--- src/rtl/wb_trace_buffer.sv ---
// wb_trace_buffer
// Commit-trace capture FIFO that sits beside the WB stage of the 5-stage MIPS
// pipeline. Every register-file writeback is stored as a record
// {cycle stamp, destination register, write data}. A downstream consumer
// drains the records over a valid/ready handshake.
//
// The FIFO is first-word fall-through. The head record is held in a register
// that is refreshed from the next-state pointers, so the trace_* outputs never
// see a combinational path from wb_* or trace_ready.
//
// Compile option:
//   TRACE_FILTER_R0_EN - when defined, commits to $zero (wb_dest == 0) are
//                        discarded silently. They are neither stored nor
//                        counted as drops.
module wb_trace_buffer #(
    parameter int DEPTH = 8,
    parameter int CNT_W = 16
) (
    input  logic                       CLK,
    input  logic                       RST,
    input  logic                       wb_reg_write,
    input  logic [4:0]                 wb_dest,
    input  logic [31:0]                wb_data,
    output logic                       trace_valid,
    input  logic                       trace_ready,
    output logic [CNT_W-1:0]           trace_cycle,
    output logic [4:0]                 trace_dest,
    output logic [31:0]                trace_data,
    output logic [$clog2(DEPTH):0]     trace_level,
    output logic                       overflow,
    output logic [7:0]                 drop_count
);

    localparam int PTR_W = $clog2(DEPTH);
    localparam int LVL_W = PTR_W + 1;
    localparam int REC_W = CNT_W + 5 + 32;

    localparam logic [LVL_W-1:0] LVL_FULL = LVL_W'(DEPTH);
    localparam logic [LVL_W-1:0] LVL_ONE  = LVL_W'(1);
    localparam logic [PTR_W-1:0] PTR_ONE  = PTR_W'(1);

    // Record storage; no reset needed because occupancy lives in level_reg.
    logic [REC_W-1:0] rec_mem [DEPTH];

    logic [CNT_W-1:0] cycle_reg;
    logic [PTR_W-1:0] wr_ptr_reg;
    logic [PTR_W-1:0] rd_ptr_reg;
    logic [PTR_W-1:0] rd_ptr_next;
    logic [LVL_W-1:0] level_reg;
    logic [LVL_W-1:0] level_next;
    logic             overflow_reg;
    logic [7:0]       drop_reg;
    logic [REC_W-1:0] head_reg;
    logic [REC_W-1:0] head_next;

    logic             push_req;
    logic             push;
    logic             pop;
    logic             full;
    logic             drop;
    logic [REC_W-1:0] new_rec;

    // A commit is a candidate for capture unless it targets $zero and filtering is on.
`ifdef TRACE_FILTER_R0_EN
    assign push_req = wb_reg_write && (wb_dest != 5'd0);
`else
    assign push_req = wb_reg_write;
`endif

    assign full    = (level_reg == LVL_FULL);
    assign pop     = (level_reg != '0) && trace_ready;
    // When the FIFO is full, a simultaneous pop frees the slot that this push uses.
    assign push    = push_req && (!full || pop);
    assign drop    = push_req && full && !pop;
    assign new_rec = {cycle_reg, wb_dest, wb_data};

    // Next occupancy, next read pointer and next head record.
    always_comb begin
        level_next  = level_reg;
        rd_ptr_next = rd_ptr_reg;
        head_next   = '0;

        if (push && !pop) begin
            level_next = level_reg + LVL_ONE;
        end else if (pop && !push) begin
            level_next = level_reg - LVL_ONE;
        end

        if (pop) begin
            rd_ptr_next = rd_ptr_reg + PTR_ONE;
        end

        // The incoming record becomes the head when nothing older remains
        // after this edge's pop. Otherwise the head comes from storage.
        if (level_next == '0) begin
            head_next = '0;
        end else if (push && ((level_reg == '0) || ((level_reg == LVL_ONE) && pop))) begin
            head_next = new_rec;
        end else begin
            head_next = rec_mem[rd_ptr_next];
        end
    end

    // Record storage write at the tail.
    always_ff @(posedge CLK) begin
        if (push) begin
            rec_mem[wr_ptr_reg] <= new_rec;
        end
    end

    // Free-running cycle counter that provides the commit timestamps.
    always_ff @(posedge CLK) begin
        if (RST) begin
            cycle_reg <= '0;
        end else begin
            cycle_reg <= cycle_reg + CNT_W'(1);
        end
    end

    // Pointers, occupancy and the registered head record.
    always_ff @(posedge CLK) begin
        if (RST) begin
            wr_ptr_reg <= '0;
            rd_ptr_reg <= '0;
            level_reg  <= '0;
            head_reg   <= '0;
        end else begin
            if (push) begin
                wr_ptr_reg <= wr_ptr_reg + PTR_ONE;
            end
            rd_ptr_reg <= rd_ptr_next;
            level_reg  <= level_next;
            head_reg   <= head_next;
        end
    end

    // Sticky overflow flag and saturating drop counter.
    always_ff @(posedge CLK) begin
        if (RST) begin
            overflow_reg <= 1'b0;
            drop_reg     <= '0;
        end else if (drop) begin
            overflow_reg <= 1'b1;
            if (drop_reg != 8'hFF) begin
                drop_reg <= drop_reg + 8'd1;
            end
        end
    end

    assign trace_valid = (level_reg != '0);
    assign trace_cycle = head_reg[REC_W-1 -: CNT_W];
    assign trace_dest  = head_reg[36:32];
    assign trace_data  = head_reg[31:0];
    assign trace_level = level_reg;
    assign overflow    = overflow_reg;
    assign drop_count  = drop_reg;

endmodule

--- config.mk ---
export PLATFORM = sky130hd
export DESIGN_NAME = wb_trace_buffer
export DESIGN_NICKNAME = d
export VERILOG_FILES = /design/src/rtl/wb_trace_buffer.sv
export SDC_FILE = /design/constraint.sdc
export NUM_CORES = 1
export LEC_CHECK = 0
export BUFFER_PORTS_ARGS = -buffer_cell sky130_fd_sc_hd__buf_2
export CORE_MARGIN = 10
export CORE_UTILIZATION = 55
export CTS_CLUSTER_SIZE = 12
export DETAILED_ROUTE_END_ITERATION = 7
export HOLD_SLACK_MARGIN = 0.15
export PLACE_DENSITY_LB_ADDON = 0.25
export REMOVE_ABC_BUFFERS = 1
export SYNTH_ARGS = -nofsm -noshare
export SYNTH_HDL_FRONTEND = slang
export SYNTH_SLANG_ARGS = --single-unit
--- constraint.sdc ---
create_clock -name CLK -period 6.1 [get_ports CLK]
set_clock_uncertainty 0.2 [all_clocks]
set_input_delay 0.305 -clock CLK [delete_from_list [all_inputs] [get_ports CLK]]
set_output_delay 0.305 -clock CLK [all_outputs]
set_load 0.02 [all_outputs]
Word level (Yosys, flattened, before mapping)
Memories as Yosys holds them, arrays and structs flattened.
Index checks and enable logic that the tools add are counted.
{ "word_totals": {"output_inout_bits": 67, "wordCells": 41, "memories": 1, "ram_bits": 424, "inputBits": 41, "reg_bits": 88} }
{ "mem_list": {"columns": ["name", "words", "word_bits", "read_ports", "rd_clocked_by_memory_dff", "wr", "line_no", "rtl"], "rows": [
  ["rec_mem", 8, 53, 1, 0, 1, "43", "logic [REC_W-1:0] rec_mem [DEPTH];"]
]} }
{ "op_classes": {"n_eq_ne": 3, "addsub": 6, "muxes": 6, "n_reduce_logical": 18} }
{ "ops": {"columns": ["cell", "n"], "rows": [
  ["$mux 53", 1],
  ["$add 16x1->16 const B", 1],
  ["$add 8x1->8 const B", 1],
  ["$logic_and 1x1->1", 8],
  ["$logic_not 4->1", 2],
  ["$mux 4", 2],
  ["$ne 8x8->1 const B", 1],
  ["$add 3x1->3 const B", 2],
  ["$add 4x1->4 const B", 1],
  ["$eq 4x1->1 const B", 1],
  ["$eq 4x4->1 const B", 1],
  ["$reduce_bool 4->1", 1],
  ["$sub 4x1->4 const B", 1],
  ["$logic_not 1->1", 3],
  ["$mux 3", 1],
  ["$logic_or 1x1->1", 2],
  ["$mux 1", 2],
  ["$reduce_and 2->1", 1],
  ["$reduce_or 2->1", 1]
]} }

Depth between registers and ports, before layout
{ "logic_depth": {"ltp_word": 10, "mapped_depth": 11} }

Least setup slack after synthesis
OpenSTA, ideal clock, no wires.
{ "synth_timing": {"path_kind": "register to register", "start": "register level_reg[0] (netlist: trace_level[0])", "end": "memory rec_mem[0][0] (netlist bit) (enable)", "path_slack_ns": -0.188, "t_arrival_ns": 5.559, "required_ns": 5.371, "period_less_slack_ns": 6.288, "stages_incl_launch_ff": 9, "path_buffers": 1, "cell_sequence": "dfxtp_1 > inv_1 > ha_1 > buf_2 > nor2b_2 > and2_1 > a21boi_0 > nand2b_1 > nor3_1"} }
{ "synth_between": {"elab_chain_len": 6, "elab_cells_between_ends": 8, "cone_classes": "eq/ne: 1; mux: 2; reduce/logical: 5"} }
{ "synth_lines": {"columns": ["item", "line_no", "rtl"], "rows": [
  ["start, declared", "49", "logic [LVL_W-1:0] level_reg;"],
  ["start signal, assigned", "132", "level_reg <= level_next;"],
  ["$eq 4x4->1 or $reduce_bool 4->1 (tied branches)", "70, 71", null],
  ["$logic_not 1->1 or $logic_and 1x1->1 (tied branches)", "73, 71", null],
  ["$logic_or 1x1->1 (*)", "73", "assign push = push_req && (!full || pop);"],
  ["$logic_and 1x1->1 (*)", "73", null],
  ["$mux 1 (*)", "106", "if (push) begin"],
  ["$mux 1 (not written as such) (*)", "107", "rec_mem[wr_ptr_reg] <= new_rec;"],
  ["end, declared", "43", null]
]} }
Every way passes the cells marked *; elsewhere a longest branch is shown, timed or not.

Worst setup path after layout
{ "layout_timing": {"start": "register rd_ptr_reg[1]", "end": "register head_reg[18]"} }
{ "layout_between": {"elab_chain_len": 4} }
{ "layout_lines": {"columns": ["item", "line_no", "rtl"], "rows": [
  ["start, declared", "47", "logic [PTR_W-1:0] rd_ptr_reg;"],
  ["start signal, assigned", "131", "rd_ptr_reg <= rd_ptr_next;"],
  ["$add 3x1->3", "90", "rd_ptr_next = rd_ptr_reg + PTR_ONE;"],
  ["$mux 3 (*)", "89", "if (pop) begin"],
  ["$mem_v2 8x53 (*)", null, null],
  ["$mux 53 (*)", "97", "end else if (push && ((level_reg == '0) || ((level_reg == LVL_ONE) && pop))) begin"],
  ["end signal, assigned", "133", "head_reg <= head_next;"],
  ["end, declared", "53", "logic [REC_W-1:0] head_reg;"]
]} }
Marked as above.
A chain may end at the register's enable or synchronous reset.

==> results.ini <==
[critical_path]
crit_chain = ha_4 -> and2_1 -> a211oi_2 -> nand3_2 -> buf_4 -> a211oi_1 -> nor3_2
cp-start-kind = flip-flop
cp_max_fo = 55
endpoint_kind = flip-flop
worstPathArrival_ps = 4580
worstSetupPathType = reg -> reg
cpPeakStageDelay_ps = 1030
required_ps = 6330
critPathSlowestCell = dfxtp_4

[synthesis]
ys_types = 54
synth-edff-count = 424
synth.avg_cell_area_sq_um = 15.1
netlist_instances = 1456
yosysSeqAreaShare_pct = 66.1
ys_seq_elements = 512
ys_warn_count = 0
ys.flop_type = edfxtp_1
synth.cell_area_sq_um = 21900
async_flop_share_pct = 0

[outcome]
outcome = complete, no violations

[sta]
slew_violations = 0
worstMarginPinSlew_ps = 1270
hold_viol_final = 0
rsz0062_at_grt = no
period_share_pct = 71.4
setup_viol = 0
slew_headroom_pct = 15.1
period_needed_ps = 4350
fmax_mhz = 230
holdWs_ps = 279

[clocking]
cts_tree = yes
cts_made_buffers = 52
cts-root-buf = clkbuf_16
cts_setup_buffers = 0
cts_num_sinks = 512
htree_num_levels = 2
clk-insertion-delay-late_ps = 580
clockBufferDepth = 3
cts.clk_slew.worst_paths_ps = 60

[layout]
drive_gt1_share_pct = 20.1
largest_reg_flops = 424
fin_cells = 2155
nets = 1634
syn_to_final_growth_pct = 13.2
n_fill_cell = 2850

[routing]
vias = 12800
drc = 0
wl_per_cell_um = 22.2
avgViaCountPerCell = 5.96
drt_pass1_iterations = 5
first_iter_violations = 916
totalWireLength_um = 47800
ant_nets = 0

[floorplanning]
chipWidth_um = 220
pin_count = 108
start_util_pct = 55.4
coreArea_sq_um = 39500
die_h_um = 220
rows = 73
die-area_sq_um = 48300

[grt]
grt-ovfl-total = 0
grt_pass1_vias = 13100
grt_pass1_wl_um = 75100
grt_max_degree = 75
antenna_found_initial = 1
grt_usage_pct = 19.9

[pwr]
power.density_nw_per_um2 = 434
vdd_drop_max_mv = 0.338
power.leakage_nw = 8.11

[placed_design]
place_inst = 2016
dp_hpwl_um = 26100
gp_congestion = 0.728
io_buffer_count = 107

[flow_run]
max_cap_viol_count = 0

[hold_path]
holdCritPathClass = reg -> reg

## worst paths after layout
| kind | cells past startpoint | from | slack [ps] | to |
|---|---|---|---|---|
| worst min-delay path | 2 | overflow$_SDFFE_PP0P_ | 280 | overflow$_SDFFE_PP0P_ |
| worst max register to register | 7 | rd_ptr_reg[1]$_SDFF_PP0_ | 1750 | head_reg[18]$_SDFF_PP0_ |
| worst min register to register | 2 | overflow$_SDFFE_PP0P_ | 280 | overflow$_SDFFE_PP0P_ |
| worst max-delay path | 7 | rd_ptr_reg[1]$_SDFF_PP0_ | 1750 | head_reg[18]$_SDFF_PP0_ |
## stage by stage
stage / power, mW / TNS [ps] / setup WS, ps / area [sq um] / utilization (%)
floorplan: 7.11 / -187640 / -3180 / 21400 / -
global placement: 7.85 / 0 / 1880 / 22900 / 57.8
detailed placement: 7.94 / 0 / 1760 / 22900 / 57.8
CTS: 10.9 / 0 / 1710 / 24800 / 62.8
global route: 11.3 / 0 / 1540 / 24800 / 62.8
finish: 10.8 / 0 / 1750 / 24800 / 62.8
## layer usage
layer  track usage (%)  routed length, um  vias up
met1              27.1              21300     6546
met4              4.84                809        0
met5                 0                  0        -
met2              32.5              22800      378
met3              3.77               2970       71
li1                  -                  -     5840
## cell usage in the layout, fill, tap and decap left out, types with 6 or more instances in the layout
cell and count:
dlygate4sd3_1 41, clkinv_2 6, xor2_1 14, nand4_1 9
ha_1 6, and2_1 54, edfxtp_1 424, nor3_2 52
mux4_2 54, a211oi_1 53, dfxtp_1 86, nor2_1 32
mux2i_1 213, clkbuf_16 53, clkbuf_1 29, buf_2 107
nor2_4 6, nand2b_1 7, xnor2_1 7, o211ai_1 53
buf_4 23, nand3_1 60, a21oi_1 6, nand2_1 168
## Yosys cell counts (5+ instances only)
cell / instances / area (sq um)
a211oi_1: 53 / 398
a21oi_1: 6 / 30.0
and2_1: 54 / 338
buf_2: 29 / 145
buf_4: 11 / 82.6
buf_6: 10 / 113
clkbuf_1: 44 / 165
dfxtp_1: 88 / 1760
edfxtp_1: 424 / 12700
ha_1: 7 / 87.6
mux2i_1: 213 / 2130
mux4_2: 54 / 1220
nand2_1: 168 / 631
nand2b_1: 7 / 43.8
nand3_1: 60 / 300
nand4_1: 9 / 56.3
nor2_1: 38 / 143
nor2b_1: 5 / 31.3
nor3_1: 6 / 30.0
nor3_2: 50 / 500
o211ai_1: 53 / 398
xnor2_1: 7 / 61.3
xor2_1: 14 / 123
## critical path, delay by kind of cell, from the launching register on
family / cells / cell delay [ps]
flip-flops: 1 / 1030
AND/OR/NAND/NOR: 3 / 1010
AO/OA/AOI/OAI: 2 / 810
adder cells (fa/ha/maj): 1 / 590
buffers and inverters: 1 / 540
## kinds of logic after synthesis
group | count (synthesis) | synth area share [%]
DFF | 512 | 66.1
and+or+nand+nor | 418 | 10.4
muxes | 268 | 15.3
AOI/OAI and AO/OA | 130 | 4.58
buffers and inverters | 100 | 2.41
xor gates and xnor gates | 21 | 0.839
adders and majority gates | 7 | 0.399
## timing repair
| action | CTS | global route |
|---|---|---|
| hold endpoints to repair | 366 | 0 |
| hold buffers | 41 | 0 |
| gates resized for setup | 0 | 0 |
## power by group
| group | total [mW] | switching [mW] | internal, mW |
|---|---|---|---|
| clock network | 2.91 | 1.26 | 1.65 |
| logic | 3.70 | 2.23 | 1.47 |
| registers | 4.17 | 0.168 | 4.00 |
| total | 10.8 | 3.66 | 7.12 |
## area by class of cell
type                    instances  area, sq um  area share, %
diodes                          1         2.50         0.0101
clock buffers                  85         1480           5.95
clock inverters                12         62.6          0.252
inverters                       5         18.8         0.0756
multi-input cells             844         6990           28.2
flip-flops and latches        512        14500           58.4
well taps                     525          657           2.65
repair buffers                171         1120           4.51
No activity file was read; power rests on OpenSTA's default activity.
